**src/rtl/score_pkg.sv**
```systemverilog
// Shared types and constants for the two-digit BCD score counter.
package score_pkg;

  // Digit code that drives the seven-segment decoders to all-segments-off.
  localparam logic [3:0] DIGIT_BLANK = 4'hF;

  typedef logic [3:0] bcd_digit_t;

  typedef enum logic [1:0] {
    NORMAL,
    BLINK_OFF,
    BLINK_ON
  } blink_state_t;

  // Replace a digit with the blank code when requested.
  function automatic bcd_digit_t show_digit(input bcd_digit_t value, input logic blank);
    return blank ? DIGIT_BLANK : value;
  endfunction

endpackage

```
**src/rtl/score_bcd_counter_bcd_digit.sv**
```systemverilog
// One BCD decade with increment/decrement enables, carry-out and borrow-out.
// inc and dec are never asserted together by the parent.
module bcd_digit
  import score_pkg::*;
(
  input  logic       clk,
  input  logic       rst_n,
  input  logic       clr,
  input  logic       inc,
  input  logic       dec,
  output bcd_digit_t digit,
  output logic       carry,
  output logic       borrow
);

  bcd_digit_t digit_reg;

  // Decade register: clear wins, then count up 0..9 or down 9..0 with rollover.
  always_ff @(posedge clk or negedge rst_n) begin
    if (!rst_n) begin
      digit_reg <= '0;
    end else if (clr) begin
      digit_reg <= '0;
    end else if (inc) begin
      digit_reg <= (digit_reg == 4'd9) ? 4'd0 : digit_reg + 4'd1;
    end else if (dec) begin
      digit_reg <= (digit_reg == 4'd0) ? 4'd9 : digit_reg - 4'd1;
    end
  end

  assign digit  = digit_reg;
  assign carry  = inc && (digit_reg == 4'd9);
  assign borrow = dec && (digit_reg == 4'd0);

endmodule

```
**src/rtl/score_bcd_counter.sv**
```systemverilog
// Two-digit BCD score counter feeding the per-digit seven-segment decoders.
// Handles edge detection of increment/decrement, saturation or wrap at
// MAX_SCORE, leading-zero blanking and the end-of-range indication.
// Optional feature: define SCORE_BLINK_EN to blink the display when an
// increment hits the top of the range.
module score_bcd_counter
  import score_pkg::*;
#(
  parameter int MAX_SCORE    = 99,
  parameter int WRAP         = 0,
  parameter int BLINK_TICKS  = 12_500_000,
  parameter int BLINK_CYCLES = 3
) (
  input  logic       i_Clk,
  input  logic       i_Rst_L,
  input  logic       i_Incr,
  input  logic       i_Decr,
  input  logic       i_Clear,
  output logic [3:0] o_Tens,
  output logic [3:0] o_Ones,
  output logic       o_Max,
  output logic       o_Wrap
);

  localparam bcd_digit_t MAX_TENS = bcd_digit_t'(MAX_SCORE / 10);
  localparam bcd_digit_t MAX_ONES = bcd_digit_t'(MAX_SCORE % 10);

  logic incr_sync_reg, incr_prev_reg;
  logic decr_sync_reg, decr_prev_reg;
  logic wrap_reg;

  // Two-stage edge detector per request: the extra stage gives the fixed
  // two-cycle input-to-display latency and makes a held level count once.
  always_ff @(posedge i_Clk or negedge i_Rst_L) begin
    if (!i_Rst_L) begin
      incr_sync_reg <= 1'b0;
      incr_prev_reg <= 1'b0;
      decr_sync_reg <= 1'b0;
      decr_prev_reg <= 1'b0;
    end else begin
      incr_sync_reg <= i_Incr;
      incr_prev_reg <= incr_sync_reg;
      decr_sync_reg <= i_Decr;
      decr_prev_reg <= decr_sync_reg;
    end
  end

  logic incr_edge, decr_edge, inc_only, dec_only;
  logic at_max, at_zero;
  logic step_inc, step_dec, wrap_hit, blink_trigger, digit_clr;

  bcd_digit_t digits [2];   // [0] = ones, [1] = tens
  logic [2:0] inc_chain;
  logic [2:0] dec_chain;

  assign incr_edge = incr_sync_reg && !incr_prev_reg;
  assign decr_edge = decr_sync_reg && !decr_prev_reg;
  assign inc_only  = incr_edge && !decr_edge;
  assign dec_only  = decr_edge && !incr_edge;

  assign at_max  = (digits[1] == MAX_TENS) && (digits[0] == MAX_ONES);
  assign at_zero = (digits[1] == 4'd0) && (digits[0] == 4'd0);

  // Clear has top priority; simultaneous edges cancel; range ends hold or wrap.
  assign step_inc      = !i_Clear && inc_only && !at_max;
  assign step_dec      = !i_Clear && dec_only && !at_zero;
  assign wrap_hit      = (WRAP != 0) && !i_Clear && inc_only && at_max;
  assign blink_trigger = !i_Clear && inc_only && at_max;
  assign digit_clr     = i_Clear || wrap_hit;

  assign inc_chain[0] = step_inc;
  assign dec_chain[0] = step_dec;

  // Ones decade first; each higher decade steps on the carry/borrow below it.
  for (genvar gi = 0; gi < 2; gi++) begin : g_decade
    bcd_digit u_digit (
      .clk    (i_Clk),
      .rst_n  (i_Rst_L),
      .clr    (digit_clr),
      .inc    (inc_chain[gi]),
      .dec    (dec_chain[gi]),
      .digit  (digits[gi]),
      .carry  (inc_chain[gi+1]),
      .borrow (dec_chain[gi+1])
    );
  end

  // The tens decade never overflows or underflows because the range ends
  // are handled above, so its carry and borrow have no consumer.
  logic unused_chain;
  assign unused_chain = inc_chain[2] ^ dec_chain[2];

  // One-cycle wrap pulse, aligned with the count returning to 00.
  always_ff @(posedge i_Clk or negedge i_Rst_L) begin
    if (!i_Rst_L) begin
      wrap_reg <= 1'b0;
    end else begin
      wrap_reg <= wrap_hit;
    end
  end

  logic blink_blank;

`ifdef SCORE_BLINK_EN
  localparam int TICK_W = (BLINK_TICKS > 1) ? $clog2(BLINK_TICKS) : 1;
  localparam int CYC_W  = (BLINK_CYCLES > 1) ? $clog2(BLINK_CYCLES) : 1;
  localparam logic [TICK_W-1:0] TICK_LAST = TICK_W'(BLINK_TICKS - 1);
  localparam logic [CYC_W-1:0]  CYC_LAST  = CYC_W'(BLINK_CYCLES - 1);

  blink_state_t      state_reg;
  logic [TICK_W-1:0] tick_reg;
  logic [CYC_W-1:0]  cyc_reg;
  logic              blank_reg;

  // Blink sequencer: OFF/ON half-periods of BLINK_TICKS each, BLINK_CYCLES
  // pairs, restartable by a new trigger and aborted by clear.
  always_ff @(posedge i_Clk or negedge i_Rst_L) begin
    if (!i_Rst_L) begin
      state_reg <= NORMAL;
      tick_reg  <= '0;
      cyc_reg   <= '0;
      blank_reg <= 1'b0;
    end else if (i_Clear) begin
      state_reg <= NORMAL;
      tick_reg  <= '0;
      cyc_reg   <= '0;
      blank_reg <= 1'b0;
    end else if (blink_trigger) begin
      state_reg <= BLINK_OFF;
      tick_reg  <= '0;
      cyc_reg   <= '0;
      blank_reg <= 1'b1;
    end else begin
      case (state_reg)
        NORMAL: begin
          blank_reg <= 1'b0;
        end
        BLINK_OFF: begin
          if (tick_reg == TICK_LAST) begin
            state_reg <= BLINK_ON;
            tick_reg  <= '0;
            blank_reg <= 1'b0;
          end else begin
            tick_reg <= tick_reg + TICK_W'(1);
          end
        end
        BLINK_ON: begin
          if (tick_reg == TICK_LAST) begin
            tick_reg <= '0;
            if (cyc_reg == CYC_LAST) begin
              state_reg <= NORMAL;
              cyc_reg   <= '0;
              blank_reg <= 1'b0;
            end else begin
              state_reg <= BLINK_OFF;
              cyc_reg   <= cyc_reg + CYC_W'(1);
              blank_reg <= 1'b1;
            end
          end else begin
            tick_reg <= tick_reg + TICK_W'(1);
          end
        end
        default: begin
          state_reg <= NORMAL;
          tick_reg  <= '0;
          cyc_reg   <= '0;
          blank_reg <= 1'b0;
        end
      endcase
    end
  end

  assign blink_blank = blank_reg;
`else
  // No blinking in this build: the display always follows the count and the
  // blink timing parameters have no effect.
  localparam int unused_blink_cfg = BLINK_TICKS + BLINK_CYCLES;
  logic unused_blink;
  assign unused_blink = blink_trigger;
  assign blink_blank  = 1'b0;
`endif

  // Leading-zero blanking on tens, then optional whole-display blanking.
  assign o_Tens = show_digit(digits[1], blink_blank || (digits[1] == 4'd0));
  assign o_Ones = show_digit(digits[0], blink_blank);
  assign o_Max  = at_max;
  assign o_Wrap = wrap_reg;

endmodule

```
**config.mk**
```make
export PLATFORM = sky130hd
export DESIGN_NAME = score_bcd_counter
export DESIGN_NICKNAME = d
export VERILOG_FILES = /design/src/rtl/score_pkg.sv /design/src/rtl/score_bcd_counter_bcd_digit.sv /design/src/rtl/score_bcd_counter.sv
export SDC_FILE = /design/constraint.sdc
export NUM_CORES = 1
export LEC_CHECK = 0
export ABC_AREA = 1
export CORE_UTILIZATION = 50
export DETAILED_ROUTE_END_ITERATION = 12
export HOLD_SLACK_MARGIN = 0.1
export PLACE_DENSITY = 0.74
export SETUP_SLACK_MARGIN = 0.4
export SYNTH_ARGS = -nofsm -noshare
export SYNTH_HDL_FRONTEND = slang
export SYNTH_SLANG_ARGS = --single-unit
```
**constraint.sdc**
```tcl
create_clock -name i_Clk -period 2 [get_ports i_Clk]
set_input_delay 0.4 -clock i_Clk [delete_from_list [all_inputs] [get_ports i_Clk]]
set_output_delay 0.4 -clock i_Clk [all_outputs]
set_load 0.005 [all_outputs]
```
==> results.yml <==
timing:
  drv_slew: 0
  layout_min_cycle_time_ns: 1.75
  fin_setup_tns_ns: 0
  fin_skew_ns: 0.00193
  rsz0062_at_grt: "true"
  fmaxAchievable_ghz: 0.571
  worstMarginPinSlew_ns: 0.520
  final.period_utilization_pct: 87.5
  finalHoldViolCount: 0
  final-setup-viol-count: 0
  slew_headroom_pct: 65.2
finish:
  nNetsFinal: 196
  final_area_um2: 1600
  layout_common_cells: "nand2_1 (31), buf_4 (25), nand3_1 (13)"
  seqCellArea_um2: 304
  drive_gt1_share_pct: 45.6
  final_common_cell: "nand2_1"
  largest_reg_flops: 8
  syn_to_final_growth_pct: 56.6
  num-fill-cells: 95
  multi_input_area_um2: 758
  antenna_cells: 0
route:
  vias_per_cell: 5.99
  num_vias: 1240
  ant_nets: 0
  first_pass_iters: 4
  wirelength_mm: 3.87
  wl_per_cell_um: 18.7
  drc_errors: 0
  drt-initial-drc-count: 85
setup_path:
  path_cells: "inv_4 -> buf_6 -> ha_4 -> nand3_4 -> nor2_4 -> buf_4 -> buf_6 -> nor2_4 -> buf_6 -> o21ai_2 -> nand2_1 -> nand2_1"
  r2r_start: "g_decade[1].u_digit.digit[1]$_DFFE_PN0P_"
  path_common_cell: "buf_6"
  crit_path_start: "g_decade[1].u_digit.digit[1]$_DFFE_PN0P_"
  endpoint_kind: "register"
  cp_slowest_stage_delay_ns: 0.42
  cp.arrival_ns: 1.89
  cp-start-kind: "register"
  worstPathRequired_ns: 2.14
  path_class: "reg -> reg"
  cp_slowest_cell: "dfrtp_2"
  crit_fanout: 5
synthesis:
  synth_warnings: 0
  synth_cells: 137
  ys_seq_area_share_pct: 29.5
  syn_nets: 149
  syn_avg_cell_area_um2: 7.43
  ys_ff_latch: 12
  synth_top_cell_area_share_pct: 29.5
  synth_cell_types: 25
  synthTopCellsByArea: "dfrtp_1 (29%), nand2_1 (13%), ha_1 (8.6%)"
  syn_area_um2: 1020
  yosys.area.top_type: "dfrtp_1"
power:
  p_seq_share_pct: 28.4
  leakage_nw: 0.774
  p_clk_share_pct: 12.7
  power_w: 0.00107
  intPower_w: 0.000624
  p_sw_share_pct: 41.8
  ir_worst_vdd_mv: 0.583
  power.density_nw_per_um2: 671
  power_frac_comb_pct: 58.9
  p_sw_w: 0.000447
clock_tree:
  cts-root-buf: "clkbuf_4"
  cts.sinks: 12
  ctsLongestPathBuffers: 2
  cts_made_buffers: 3
  cts_hold_buffers: 0
  cts_tree: "yes"
  clkLatencyLatePin_ns: 0.26
  path_clk_slew_ns: 0.06
  h-tree-depth: 1
global_routing:
  overflow: 0
  grt_pass1_vias: 1026
  antenna_found_initial: 0
  grt_usage_pct: 28.4
  grt_pass1_wl_mm: 4.40
  grt_max_degree: 13
worst_hold_path:
  hold_path_class: "reg -> reg"
  hold_start: "decr_sync_reg$_DFF_PN0_"
floorplanning:
  io_pins: 15
  dieArea_um2: 2220
  rows: 15
  initial_utilization_pct: 55.9
  core_area_um2: 1820
  die_w_um: 47.1
  die_h_um: 47.1
run_status:
  status: "finished, final reports clean"
placed_design:
  post_dp_cell_area_um2: 1180
  dp_hpwl_mm: 1.66
  gp_congestion: 0.830
  placement.io_buffers: 13
run:
  maxCapViolCount: 0
[worst paths after layout]
path / slack [ns] / cells past startpoint / endpoint
min in group asynchronous: 0.48 / 1 / decr_prev_reg$_DFF_PN0_
worst min register to register: 0.39 / 0 / decr_prev_reg$_DFF_PN0_
worst max register to register: 0.25 / 12 / g_decade[0].u_digit.digit[2]$_DFFE_PN0P_
max in group asynchronous: 1.14 / 1 / g_decade[1].u_digit.digit[1]$_DFFE_PN0P_
worst max-delay path: 0.25 / 12 / g_decade[0].u_digit.digit[2]$_DFFE_PN0P_
worst min-delay path: 0.39 / 0 / decr_prev_reg$_DFF_PN0_
[synthesized netlist by cell type]
cell type,number
buf_6,1
inv_1,8
nand4_1,6
or2_0,1
buf_4,7
nor2_1,11
o211ai_1,1
clkinv_4,1
nand2_1,35
nor2_4,3
nand4_4,1
conb_1,1
ha_1,7
nor2_2,2
a21oi_2,1
a21oi_1,5
xor2_1,2
o21ai_0,3
o21ai_1,3
dfrtp_1,12
nand2_2,2
o21ai_2,1
nand3_2,4
nand3_1,15
inv_2,4
[area by class of cell]
| class | instances | share of cell area, % |
|---|---|---|
| Multi-Input combinational cell | 105 | 47.5 |
| Timing Repair Buffer | 49 | 26.4 |
| Sequential cell | 12 | 19.1 |
| Inverter | 13 | 3.69 |
| Tap cell | 25 | 1.96 |
| Clock buffer | 3 | 1.41 |
[repair_timing]
action                     in CTS  in global routing
pin swaps                      15                 19
hold endpoints to repair        0                  0
setup endpoints to repair      17                 13
setup buffers                  18                  9
resized for setup              49                 24
gates cloned                    1                  0
[power by group through the flow]
stage,Sequential (W),Combinational [W],Clock (W)
final,0.000304,0.000631,0.000137
after global routing,0.000306,0.000661,0.000148
after CTS,0.000298,0.000492,0.000141
after detailed placement,0.000304,0.000394,0
after global placement,0.000303,0.000385,0
after floorplan,0.000299,0.000236,0
[layer usage]
layer / part of all wire (%) / global-route usage [%] / wire length [um]
met5: 0 / 0 / 0
met2: 47 / 45.3 / 1830
met4: 3.1 / 10.9 / 119
met3: 11 / 7.31 / 443
met1: 38 / 37.1 / 1480
[cells by family after synthesis]
group | share of synthesized area [%]
AOI/OAI and AO/OA | 7.86
xor gates and xnor gates | 1.72
adders and majority gates | 8.60
buffers and inverters | 11.5
DFF | 29.5
other | 0.368
and+or+nand+nor | 40.4
[critical path: cells and delay by family (launching register included)]
kind	cells	cell delay, ns
buffers and inverters	5	0.54
and+or+nand+nor	5	0.47
AOI/OAI and AO/OA	1	0.06
DFF	1	0.42
adders and majority gates	1	0.15
[stage by stage]
step | hold slack, ns | std cells | util (%) | setup WS, ns
floorplan | 0.104 | 137 | - | 0.554
global placement | 0.367 | 176 | 65.0 | 0.144
detailed placement | 0.379 | 176 | 65.0 | 0.0869
CTS | 0.394 | 198 | 78.5 | 0.324
global route | 0.394 | 207 | 87.6 | 0.171
finish | 0.394 | 207 | 87.6 | 0.250
No activity file was read; power rests on OpenSTA's default activity.
